## src/rtl/spi_flash_cmd_decode_pkg.sv

```systemverilog
// spi_flash_pkg: opcodes, fill default and decoder state type (optional SPI_DECODE_LOG_EN logging lives in the top)
package spi_flash_pkg;
  localparam logic [7:0] CMD_READ = 8'h03;
  localparam logic [7:0] CMD_QREAD = 8'hEB;
  localparam logic [7:0] FILL_DEFAULT = 8'hFF;
  typedef enum logic [2:0] {ST_IDLE, ST_ADDR, ST_MODE, ST_DUMMY, ST_DATA, ST_IGNORE} dec_state_t;
endpackage

```

## src/rtl/spi_flash_cmd_decode_if.sv

```systemverilog
// spi_flash_cmd_decode_if: SPI byte side, memory read port and status; log signals only with SPI_DECODE_LOG_EN
interface spi_flash_cmd_decode_if #(parameter int ADDR_BITS = 24);
  logic [7:0] spi_byte;
  logic spi_cmd_strobe;
  logic spi_byte_strobe;
  logic [7:0] spi_byte_tx;
  logic rd_req;
  logic [ADDR_BITS-1:0] rd_addr;
  logic rd_ack;
  logic [7:0] rd_data;
  logic [15:0] miss_count;
  logic busy;
`ifdef SPI_DECODE_LOG_EN
  logic log_valid;
  logic [7:0] log_cmd;
  logic [ADDR_BITS-1:0] log_addr;
  modport slave(input spi_byte, spi_cmd_strobe, spi_byte_strobe, rd_ack, rd_data,
                output spi_byte_tx, rd_req, rd_addr, miss_count, busy, log_valid, log_cmd, log_addr);
  modport master(output spi_byte, spi_cmd_strobe, spi_byte_strobe, rd_ack, rd_data,
                 input spi_byte_tx, rd_req, rd_addr, miss_count, busy, log_valid, log_cmd, log_addr);
`else
  modport slave(input spi_byte, spi_cmd_strobe, spi_byte_strobe, rd_ack, rd_data,
                output spi_byte_tx, rd_req, rd_addr, miss_count, busy);
  modport master(output spi_byte, spi_cmd_strobe, spi_byte_strobe, rd_ack, rd_data,
                 input spi_byte_tx, rd_req, rd_addr, miss_count, busy);
`endif
endinterface

```

## src/rtl/spi_flash_cmd_decode_spi_addr_shift.sv

```systemverilog
// spi_addr_shift: MSB-first byte-wise address assembly with byte counter and combinational done pulse
module spi_addr_shift #(
  parameter int ADDR_BITS = 24
) (
  input  logic                 clk,
  input  logic                 reset,
  input  logic                 i_clr,
  input  logic                 i_en,
  input  logic [7:0]           i_byte,
  output logic [ADDR_BITS-1:0] o_addr_next,
  output logic                 o_done
);
  localparam int NB = ADDR_BITS / 8;
  localparam int CW = NB > 1 ? $clog2(NB) : 1;
  localparam logic [CW-1:0] LAST = CW'(NB - 1);
  logic [ADDR_BITS-9:0] r_addr;
  logic [CW-1:0] r_cnt;
  assign o_addr_next = {r_addr, i_byte};
  assign o_done = i_en && r_cnt == LAST;
  // shift in one byte per enable; counter wraps after the last address byte
  always_ff @(posedge clk or posedge reset)
    if (reset) begin
      r_addr <= '0;
      r_cnt <= '0;
    end else if (i_clr) begin
      r_addr <= '0;
      r_cnt <= '0;
    end else if (i_en) begin
      r_addr <= o_addr_next[ADDR_BITS-9:0];
      r_cnt <= o_done ? '0 : r_cnt + CW'(1);
    end
endmodule

```

## src/rtl/spi_flash_cmd_decode.sv

```systemverilog
// spi_flash_cmd_decode: decodes 0x03/0xEB flash reads into byte memory reads; SPI_DECODE_LOG_EN adds a log port
module spi_flash_cmd_decode
  import spi_flash_pkg::*;
#(
  parameter int ADDR_BITS = 24,
  parameter int QUAD_DUMMY = 2,
  parameter logic [7:0] FILL_BYTE = FILL_DEFAULT
) (
  input logic clk,
  input logic reset,
  spi_flash_cmd_decode_if.slave bus
);
  localparam logic [7:0] DLAST = 8'(QUAD_DUMMY - 1);
  dec_state_t r_state, w_next;
  logic r_quad, r_pending, r_rd_req;
  logic [7:0] r_tx, r_dcnt;
  logic [ADDR_BITS-1:0] r_rd_addr, w_addr;
  logic [15:0] r_miss;
  logic w_cmd, w_byte, w_done, w_is_rd, w_take_ack;
  assign w_cmd = bus.spi_cmd_strobe;
  assign w_byte = bus.spi_byte_strobe && !w_cmd;
  assign w_is_rd = bus.spi_byte == CMD_READ || bus.spi_byte == CMD_QREAD;
  assign w_take_ack = bus.rd_ack && r_rd_req && !(w_byte && r_state == ST_DATA);
  spi_addr_shift #(.ADDR_BITS(ADDR_BITS)) u_shift (
    .clk(clk), .reset(reset), .i_clr(w_cmd), .i_en(w_byte && r_state == ST_ADDR),
    .i_byte(bus.spi_byte), .o_addr_next(w_addr), .o_done(w_done)
  );
  // state register
  always_ff @(posedge clk or posedge reset)
    if (reset) r_state <= ST_IDLE;
    else r_state <= w_next;
  // next state: an opcode strobe always restarts, byte strobes walk the read phases
  always_comb begin
    w_next = r_state;
    if (w_cmd) w_next = w_is_rd ? ST_ADDR : ST_IGNORE;
    else if (w_byte)
      case (r_state)
        ST_ADDR:  if (w_done) w_next = r_quad ? ST_MODE : ST_DATA;
        ST_MODE:  w_next = QUAD_DUMMY == 0 ? ST_DATA : ST_DUMMY;
        ST_DUMMY: if (r_dcnt == DLAST) w_next = ST_DATA;
        default:  ;
      endcase
  end
  // read request, prefetched tx byte and underrun accounting; a strobe in DATA overrides a same-cycle ack
  always_ff @(posedge clk or posedge reset)
    if (reset) begin
      r_quad <= 1'b0;
      r_pending <= 1'b0;
      r_rd_req <= 1'b0;
      r_tx <= FILL_BYTE;
      r_dcnt <= '0;
      r_rd_addr <= '0;
      r_miss <= '0;
    end else if (w_cmd) begin
      r_quad <= bus.spi_byte == CMD_QREAD;
      r_pending <= 1'b0;
      r_rd_req <= 1'b0;
      r_tx <= FILL_BYTE;
      r_dcnt <= '0;
    end else begin
      if (w_take_ack) begin
        r_tx <= bus.rd_data;
        r_rd_req <= 1'b0;
        r_pending <= 1'b1;
      end
      if (w_byte && r_state == ST_DUMMY) r_dcnt <= r_dcnt + 8'd1;
      if (w_done) begin
        r_rd_addr <= w_addr;
        r_rd_req <= 1'b1;
        r_pending <= 1'b0;
      end
      if (w_byte && r_state == ST_DATA) begin
        if (!r_pending) begin
          r_tx <= FILL_BYTE;
          r_miss <= r_miss == 16'hFFFF ? r_miss : r_miss + 16'd1;
        end
        r_rd_addr <= r_rd_addr + ADDR_BITS'(1);
        r_rd_req <= 1'b1;
        r_pending <= 1'b0;
      end
    end
  assign bus.spi_byte_tx = r_tx;
  assign bus.rd_req = r_rd_req;
  assign bus.rd_addr = r_rd_addr;
  assign bus.miss_count = r_miss;
  assign bus.busy = r_state != ST_IDLE;
`ifdef SPI_DECODE_LOG_EN
  logic [7:0] r_op, r_log_cmd;
  logic r_log_valid;
  logic [ADDR_BITS-1:0] r_log_addr;
  // remember the opcode and publish it with the full address when the address completes
  always_ff @(posedge clk or posedge reset)
    if (reset) begin
      r_op <= '0;
      r_log_valid <= 1'b0;
      r_log_cmd <= '0;
      r_log_addr <= '0;
    end else begin
      r_log_valid <= w_done;
      if (w_cmd) r_op <= bus.spi_byte;
      if (w_done) begin
        r_log_cmd <= r_op;
        r_log_addr <= w_addr;
      end
    end
  assign bus.log_valid = r_log_valid;
  assign bus.log_cmd = r_log_cmd;
  assign bus.log_addr = r_log_addr;
`endif
endmodule

```

## src/flat_wrapper.sv

```systemverilog
// flat-port wrapper written by rule: the top's interface ports become plain ports
module spi_flash_cmd_decode_flat import spi_flash_pkg::*;
#(
  parameter int ADDR_BITS = 24,
  parameter int QUAD_DUMMY = 2,
  parameter logic [7:0] FILL_BYTE = FILL_DEFAULT
)
  (clk, reset, bus_spi_byte, bus_spi_cmd_strobe, bus_spi_byte_strobe, bus_rd_ack, bus_rd_data, bus_spi_byte_tx, bus_rd_req, bus_rd_addr, bus_miss_count, bus_busy);
  spi_flash_cmd_decode_if #(.ADDR_BITS(ADDR_BITS)) bus_i ();
  input logic clk;
  input logic reset;
  input wire logic [$bits(bus_i.spi_byte)-1:0] bus_spi_byte;
  input wire logic [$bits(bus_i.spi_cmd_strobe)-1:0] bus_spi_cmd_strobe;
  input wire logic [$bits(bus_i.spi_byte_strobe)-1:0] bus_spi_byte_strobe;
  input wire logic [$bits(bus_i.rd_ack)-1:0] bus_rd_ack;
  input wire logic [$bits(bus_i.rd_data)-1:0] bus_rd_data;
  output wire logic [$bits(bus_i.spi_byte_tx)-1:0] bus_spi_byte_tx;
  output wire logic [$bits(bus_i.rd_req)-1:0] bus_rd_req;
  output wire logic [$bits(bus_i.rd_addr)-1:0] bus_rd_addr;
  output wire logic [$bits(bus_i.miss_count)-1:0] bus_miss_count;
  output wire logic [$bits(bus_i.busy)-1:0] bus_busy;
  assign bus_i.spi_byte = bus_spi_byte;
  assign bus_i.spi_cmd_strobe = bus_spi_cmd_strobe;
  assign bus_i.spi_byte_strobe = bus_spi_byte_strobe;
  assign bus_i.rd_ack = bus_rd_ack;
  assign bus_i.rd_data = bus_rd_data;
  assign bus_spi_byte_tx = bus_i.spi_byte_tx;
  assign bus_rd_req = bus_i.rd_req;
  assign bus_rd_addr = bus_i.rd_addr;
  assign bus_miss_count = bus_i.miss_count;
  assign bus_busy = bus_i.busy;
  spi_flash_cmd_decode #(.ADDR_BITS(ADDR_BITS), .QUAD_DUMMY(QUAD_DUMMY), .FILL_BYTE(FILL_BYTE)) u_core (.clk(clk), .reset(reset), .bus(bus_i));
endmodule
```

## config.mk

```make
export PLATFORM = sky130hd
export DESIGN_NAME = spi_flash_cmd_decode_flat
export DESIGN_NICKNAME = d
export VERILOG_FILES = /design/src/rtl/spi_flash_cmd_decode_pkg.sv /design/src/rtl/spi_flash_cmd_decode_if.sv /design/src/rtl/spi_flash_cmd_decode_spi_addr_shift.sv /design/src/rtl/spi_flash_cmd_decode.sv /design/src/flat_wrapper.sv
export SDC_FILE = /design/constraint.sdc
export NUM_CORES = 1
export LEC_CHECK = 0
export CORE_ASPECT_RATIO = 0.6
export CORE_MARGIN = 2
export CORE_UTILIZATION = 53
export DETAILED_ROUTE_END_ITERATION = 8
export PLACE_DENSITY_LB_ADDON = 0.25
export SLEW_MARGIN = 30
export SYNTH_ARGS = -nofsm -noshare
export SYNTH_HDL_FRONTEND = slang
export SYNTH_HIERARCHICAL = 1
export SYNTH_SLANG_ARGS = --single-unit
```

## constraint.sdc

```tcl
create_clock -name clk -period 3.2 [get_ports clk]
set_input_delay 0.32 -clock clk [delete_from_list [all_inputs] [get_ports clk]]
set_output_delay 0.32 -clock clk [all_outputs]
set_load 0.02 [all_outputs]
```

# Word level (Yosys, flattened, before mapping)

Cells that the tools add are included.

Add/sub/neg operators: 4
Eq/ne operators: 11
Multiplexer cells: 28
Bitwise logic cells: 3
Reduce and logical (&&, ||, !) cells: 20

Operator list:

| kind                                                                     | count |
|---|---|
| 24-bit 2-to-1 mux                                                        | 2 |
| 8-bit 2-to-1 mux                                                         | 6 |
| 16-bit 2-to-1 mux                                                        | 2 |
| 24-bit by 1-bit adder with 24-bit output (second input constant)         | 1 |
| 3-bit 2-to-1 mux                                                         | 6 |
| 16-bit by 1-bit adder with 16-bit output (second input constant)         | 1 |
| 16-bit == test (second input constant)                                   | 1 |
| 3-bit case mux with 3 select lines                                       | 1 |
| 8-bit by 1-bit adder with 8-bit output (second input constant)           | 1 |
| 8-bit by 1-bit == test with 1-bit output (second input constant)         | 1 |
| 8-bit by 2-bit == test with 1-bit output (second input constant)         | 1 |
| 8-bit == test (second input constant)                                    | 1 |
| 1-bit 2-to-1 mux                                                         | 8 |
| 4-bit AND reduction                                                      | 2 |
| 2-bit nonzero test                                                       | 4 |
| 4-bit nonzero test                                                       | 2 |
| 1-bit logical AND                                                        | 7 |
| 3-bit by 2-bit == test with 1-bit output (second input constant)         | 2 |
| 2-bit 2-to-1 mux                                                         | 3 |
| 3-bit by 1-bit == test with 1-bit output (second input constant)         | 1 |
| 3-bit == test (second input constant)                                    | 1 |
| 3-bit by 2-bit inequality test with 1-bit output (second input constant) | 1 |
| 3-bit inequality test (second input constant)                            | 1 |
| 1-bit inverter                                                           | 3 |
| 6 further kinds                                                          | 7 |

Flip-flop bits (word level): 80
Input bits: 21
Word-level logic and storage cells: 76

# Longest topological paths before layout

Depth after elaboration: 9
Depth in mapped cells: 10
Mapped depth without buffers: 8

# By module

Netlist, hierarchy kept.

By module, submodules not included:

| module               | instances | cells each | area each (um^2) |
|---|---|---|---|
| spi_flash_cmd_decode | 1         | 363        | 3,379.5 |
| spi_addr_shift       | 1         | 71         | 805.8 |

# Worst setup path before layout

Ideal clock, no wire load.

Kind: register -> register
Start point: register u_core.r_state[0]
End point: register u_core.r_state[0]
Library setup time: 0.124 ns
Arrival: 2.172 ns
Data required time: 3.076 ns
Path slack: 0.904 ns
Cell stages (with the launch flop): 10
Path through: dfrtp_1 nor2b_1 and4_1 buf_4 nand2_1 nor2_1 nand3_1 a311oi_1 nor2b_1 a211o_1

Cells in the longest elaborated chain, start to end: 5
Elaborated cells on any way between the ends: 12
Classes of those cells: eq/ne (5); mux (3); reduce/logical (4)

RTL lines:

| what                                     | RTL line                                  | RTL |
|---|---|---|
| start, declared                          | spi_flash_cmd_decode.sv:14                | `dec_state_t r_state, w_next;` |
| start signal, assigned                   | spi_flash_cmd_decode.sv:31                | `else r_state <= w_next;` |
| 3-bit by 1-bit == test with 1-bit output | spi_flash_cmd_decode.sv:25                | `.clk(clk), .reset(reset), .i_clr(w_cmd), .i_en(w_byte && r_state == ST_ADDR),` |
| 1-bit logical AND                        | spi_flash_cmd_decode.sv:25                |  |
| 1-bit logical AND                        | spi_flash_cmd_decode_spi_addr_shift.sv:19 | `assign o_done = i_en && r_cnt == LAST;` |
| net u_core.w_done                        | spi_flash_cmd_decode.sv:19                | `logic w_cmd, w_byte, w_done, w_is_rd, w_take_ack;` |
| 3-bit inequality test (no line)          | --                                        |  |
| 4-bit AND reduction (no line)            | --                                        |  |

The timed path passes the listed nets, and every way through them passes these cells. The select of a mux whose other input is x is not followed.
A chain may end at the register's enable or synchronous reset.

# Worst setup path in the final report

Same ends and word-level chain as after synthesis.

==> qor.csv <==
stage;metric;value;unit
yosys;synthTopCellsByCount;dfrtp_1, nand2_1, nor2_1;
floorplan;die_area;8650;um^2
critical_path;crit_path_end_kind;register;
drt;viasPerCell;5.89;
sta;relSlewSlack;44.4;%
placed_design;post-dp-hpwl;7440;um
sta;timing.final.crit_share;76.5;%
yosys;seq_area_frac_synth;48.1;%
global_routing;antenna_found_initial;0;
floorplan;fp-row-count;25;
drt;highest_layer;met4;
cts;cts-root-buf;clkbuf_16;
sta;hold_viol;0;
drt;wl;10400;um
drt;route.vias.total;3586;
sta;fmax;408;MHz
sta;tightest_slew;828;ps
power_and_ir_drop;p_leak;2.23;nW
drt;firstDrtPassIters;5;
placed_design;place_area;4930;um^2
cts;cts_tree;done;
yosys;synth_top_area_share;43.0;%
sta;drv_slew;0;
cts;htree_num_levels;3;
critical_path;reg2reg_depth;8;
cts;clock_latency;330;ps
sta;holdWs;334;ps
global_routing;track_usage;25.4;%
global_routing;grt_pass1_wl;17100;um
cells_and_area;n_antenna_cell;0;
cells_and_area;nNetsFinal;521;
sta;rsz0062_at_grt;no;
sta;tns;0;ps
critical_path;cp-endpoint;u_core/r_state[0]$_DFFE_PP0P_;
critical_path;timing.rr.start;u_core/r_state[0]$_DFFE_PP0P_;
critical_path;worstPathMaxFanout;8;
cts;clk_path_buf_depth;2;
yosys;netlist_area;4190;um^2
cts;ctsResizeCount;0;
floorplan;die_w;119;um
critical_path;r2r-end;u_core/r_state[0]$_DFFE_PP0P_;
drt;wl_met1;5170;um
global_routing;grt_pass1_vias;3284;
global_routing;grt_max_degree;45;
placed_design;gp_congestion;0.887;
critical_path;crit_start;u_core/r_state[0]$_DFFE_PP0P_;
yosys;synth_edf_count;0;
sta;skew;5.37;ps
cells_and_area;drive_gt1_share;9.58;%
yosys;synth.most_common_cell;dfrtp_1;
cells_and_area;syn_to_final_growth;25.1;%
drt;drt_iter0_markers;497;
power_and_ir_drop;peakVddDrop;0.000378;V
drt;detail-route-antenna-nets;0;
critical_path;arrival;2660;ps
worst_hold_path;hold_path.class;input port to asynchronous set/reset pin;
sta;period_minus_slack;2450;ps
drt;drt-wirelength-per-cell;17.1;um
yosys;synth.area.top_cells;dfrtp_1, dfstp_2, mux2i_1;
job;cap_violations;0;
yosys;synth_ff_type;dfrtp_1;
critical_path;cp-start-kind;register;
cts;clk_pin_slew;60;ps
power_and_ir_drop;power_density;433;nW/um^2
placed_design;portBuffers;70;
global_routing;grt.overflow.total;0;
cts;postCtsHoldBufs;0;
yosys;ys_ff_latch;80;
floorplan;core_area;7760;um^2
run_status;outcome;completed;
drt;drc;0;
floorplan;boundaryPins;71;
yosys;yosysWarnings;6;
yosys;syn_nets;459;
yosys;ys_async_sr_fraction;100;%
yosys;synthCells;434;
yosys;synth_top_area_cell;dfrtp_1;
drt;wl_met2;4140;um
cts;post-cts-setup-buffers;0;
power_and_ir_drop;power;2.27;mW
sta;setup_viol;0;
drt;dr_wl_met3;1000;um
floorplan;initial_utilization;54.0;%
cts;cts_sinks;80;
critical_path;cp.required;3410;ps
yosys;synth_cell_types;53;
yosys;syn_avg_cell_area;9.64;um^2
critical_path;worstSetupPathType;register to register;
floorplan;dieHeight;72.8;um
cells_and_area;fin_area;5240;um^2
cts;cts_buffers;9;
critical_path;reg2reg_slack;750;ps
placed_design;dp_cells;593;
cells_and_area;layout.cells.non_filler;609;
-- flip-flops by register name, indices dropped and copies added (netlist names), 2 cells and up --
name / flops
u_core/bus.miss_count: 16
u_core/u_shift/r_cnt: 2
u_core/bus.spi_byte_tx: 8
u_core/bus.rd_addr: 24
u_core/r_dcnt: 8
u_core/r_state: 3
u_core/u_shift/r_addr: 16
-- cells in the final DEF, fill, tap and decap left out, types with 8 or more instances in the layout --
cell             instances
mux2i_1                 19
dfrtp_1                 72
dfstp_2                  8
clkbuf_16                9
xor2_1                  13
inv_1                    9
and3_1                   9
o21ai_0                 23
nand3_1                 28
clkdlybuf4s50_1         70
nor2_1                  41
nand4_1                 18
a21oi_1                 28
nand2_1                 42
-- per-layer routing --
metal,GRT usage [%],vias up
met1,39.4,1717
met4,7.28,0
met3,8.83,19
li1,-,1686
met2,32.9,164
met5,0,-
-- logic make-up after synthesis --
logic type | Yosys count | synth area share [%]
AO/OA/AOI/OAI | 86 | 12.6
XOR/XNOR | 19 | 3.98
adder cells (fa/ha/maj) | 4 | 1.20
buffers and inverters | 36 | 4.39
flip-flops | 80 | 48.1
multiplexers | 21 | 5.08
AND/OR/NAND/NOR | 188 | 24.7
-- worst min path at each step --
stage	start	to	slack, ps	cells after the start
3_5_place_dp	u_core/bus.spi_byte_tx[5]$_DFF_PP1_	u_core/bus.spi_byte_tx[5]$_DFF_PP1_	490	2
2_1_floorplan	reset	u_core/u_shift/r_addr[0]$_DFFE_PP0P_	260	1
3_3_place_gp	u_core/r_dcnt[7]$_DFFE_PP0P_	u_core/r_dcnt[7]$_DFFE_PP0P_	470	1
6_report	reset	u_core/bus.rd_addr[11]$_DFFE_PP0P_	330	2
5_1_grt	reset	u_core/bus.rd_addr[11]$_DFFE_PP0P_	380	2
4_1_cts	reset	u_core/bus.rd_addr[11]$_DFFE_PP0P_	340	2
-- worst max-delay path: stages (launching register included) --
cell	delay, ps
dfrtp_1	470
nor2b_1	230
and4_1	240
nand2_1	60
nor2_1	280
nand3_1	120
a311oi_1	550
nor2b_1	100
a211o_1	290
-- metrics by stage --
| step | utilization, % | setup WS (ps) |
|---|---|---|
| 2_1_floorplan | - | 904 |
| 3_3_place_gp | 63.5 | 588 |
| 3_5_place_dp | 63.5 | 514 |
| 4_1_cts | 67.5 | 750 |
| 5_1_grt | 67.5 | 560 |
| 6_report | 67.5 | 752 |
-- cell type report --
type | count | area [um^2]
Clock buffer | 11 | 253
Clock inverter | 5 | 55.1
Fill cell | 644 | 2520
Inverter | 10 | 37.5
Multi-Input combinational cell | 318 | 1990
Sequential cell | 80 | 2010
Tap cell | 108 | 135
Timing Repair Buffer | 77 | 753
-- where the power goes --
group | switching [mW] | internal, mW | leakage (nW)
Sequential | 0.0301 | 1.03 | 1.06
Combinational | 0.0903 | 0.0764 | 1.03
Clock | 0.392 | 0.643 | 0.148
Note: power is estimated with default switching activity, not from simulation.
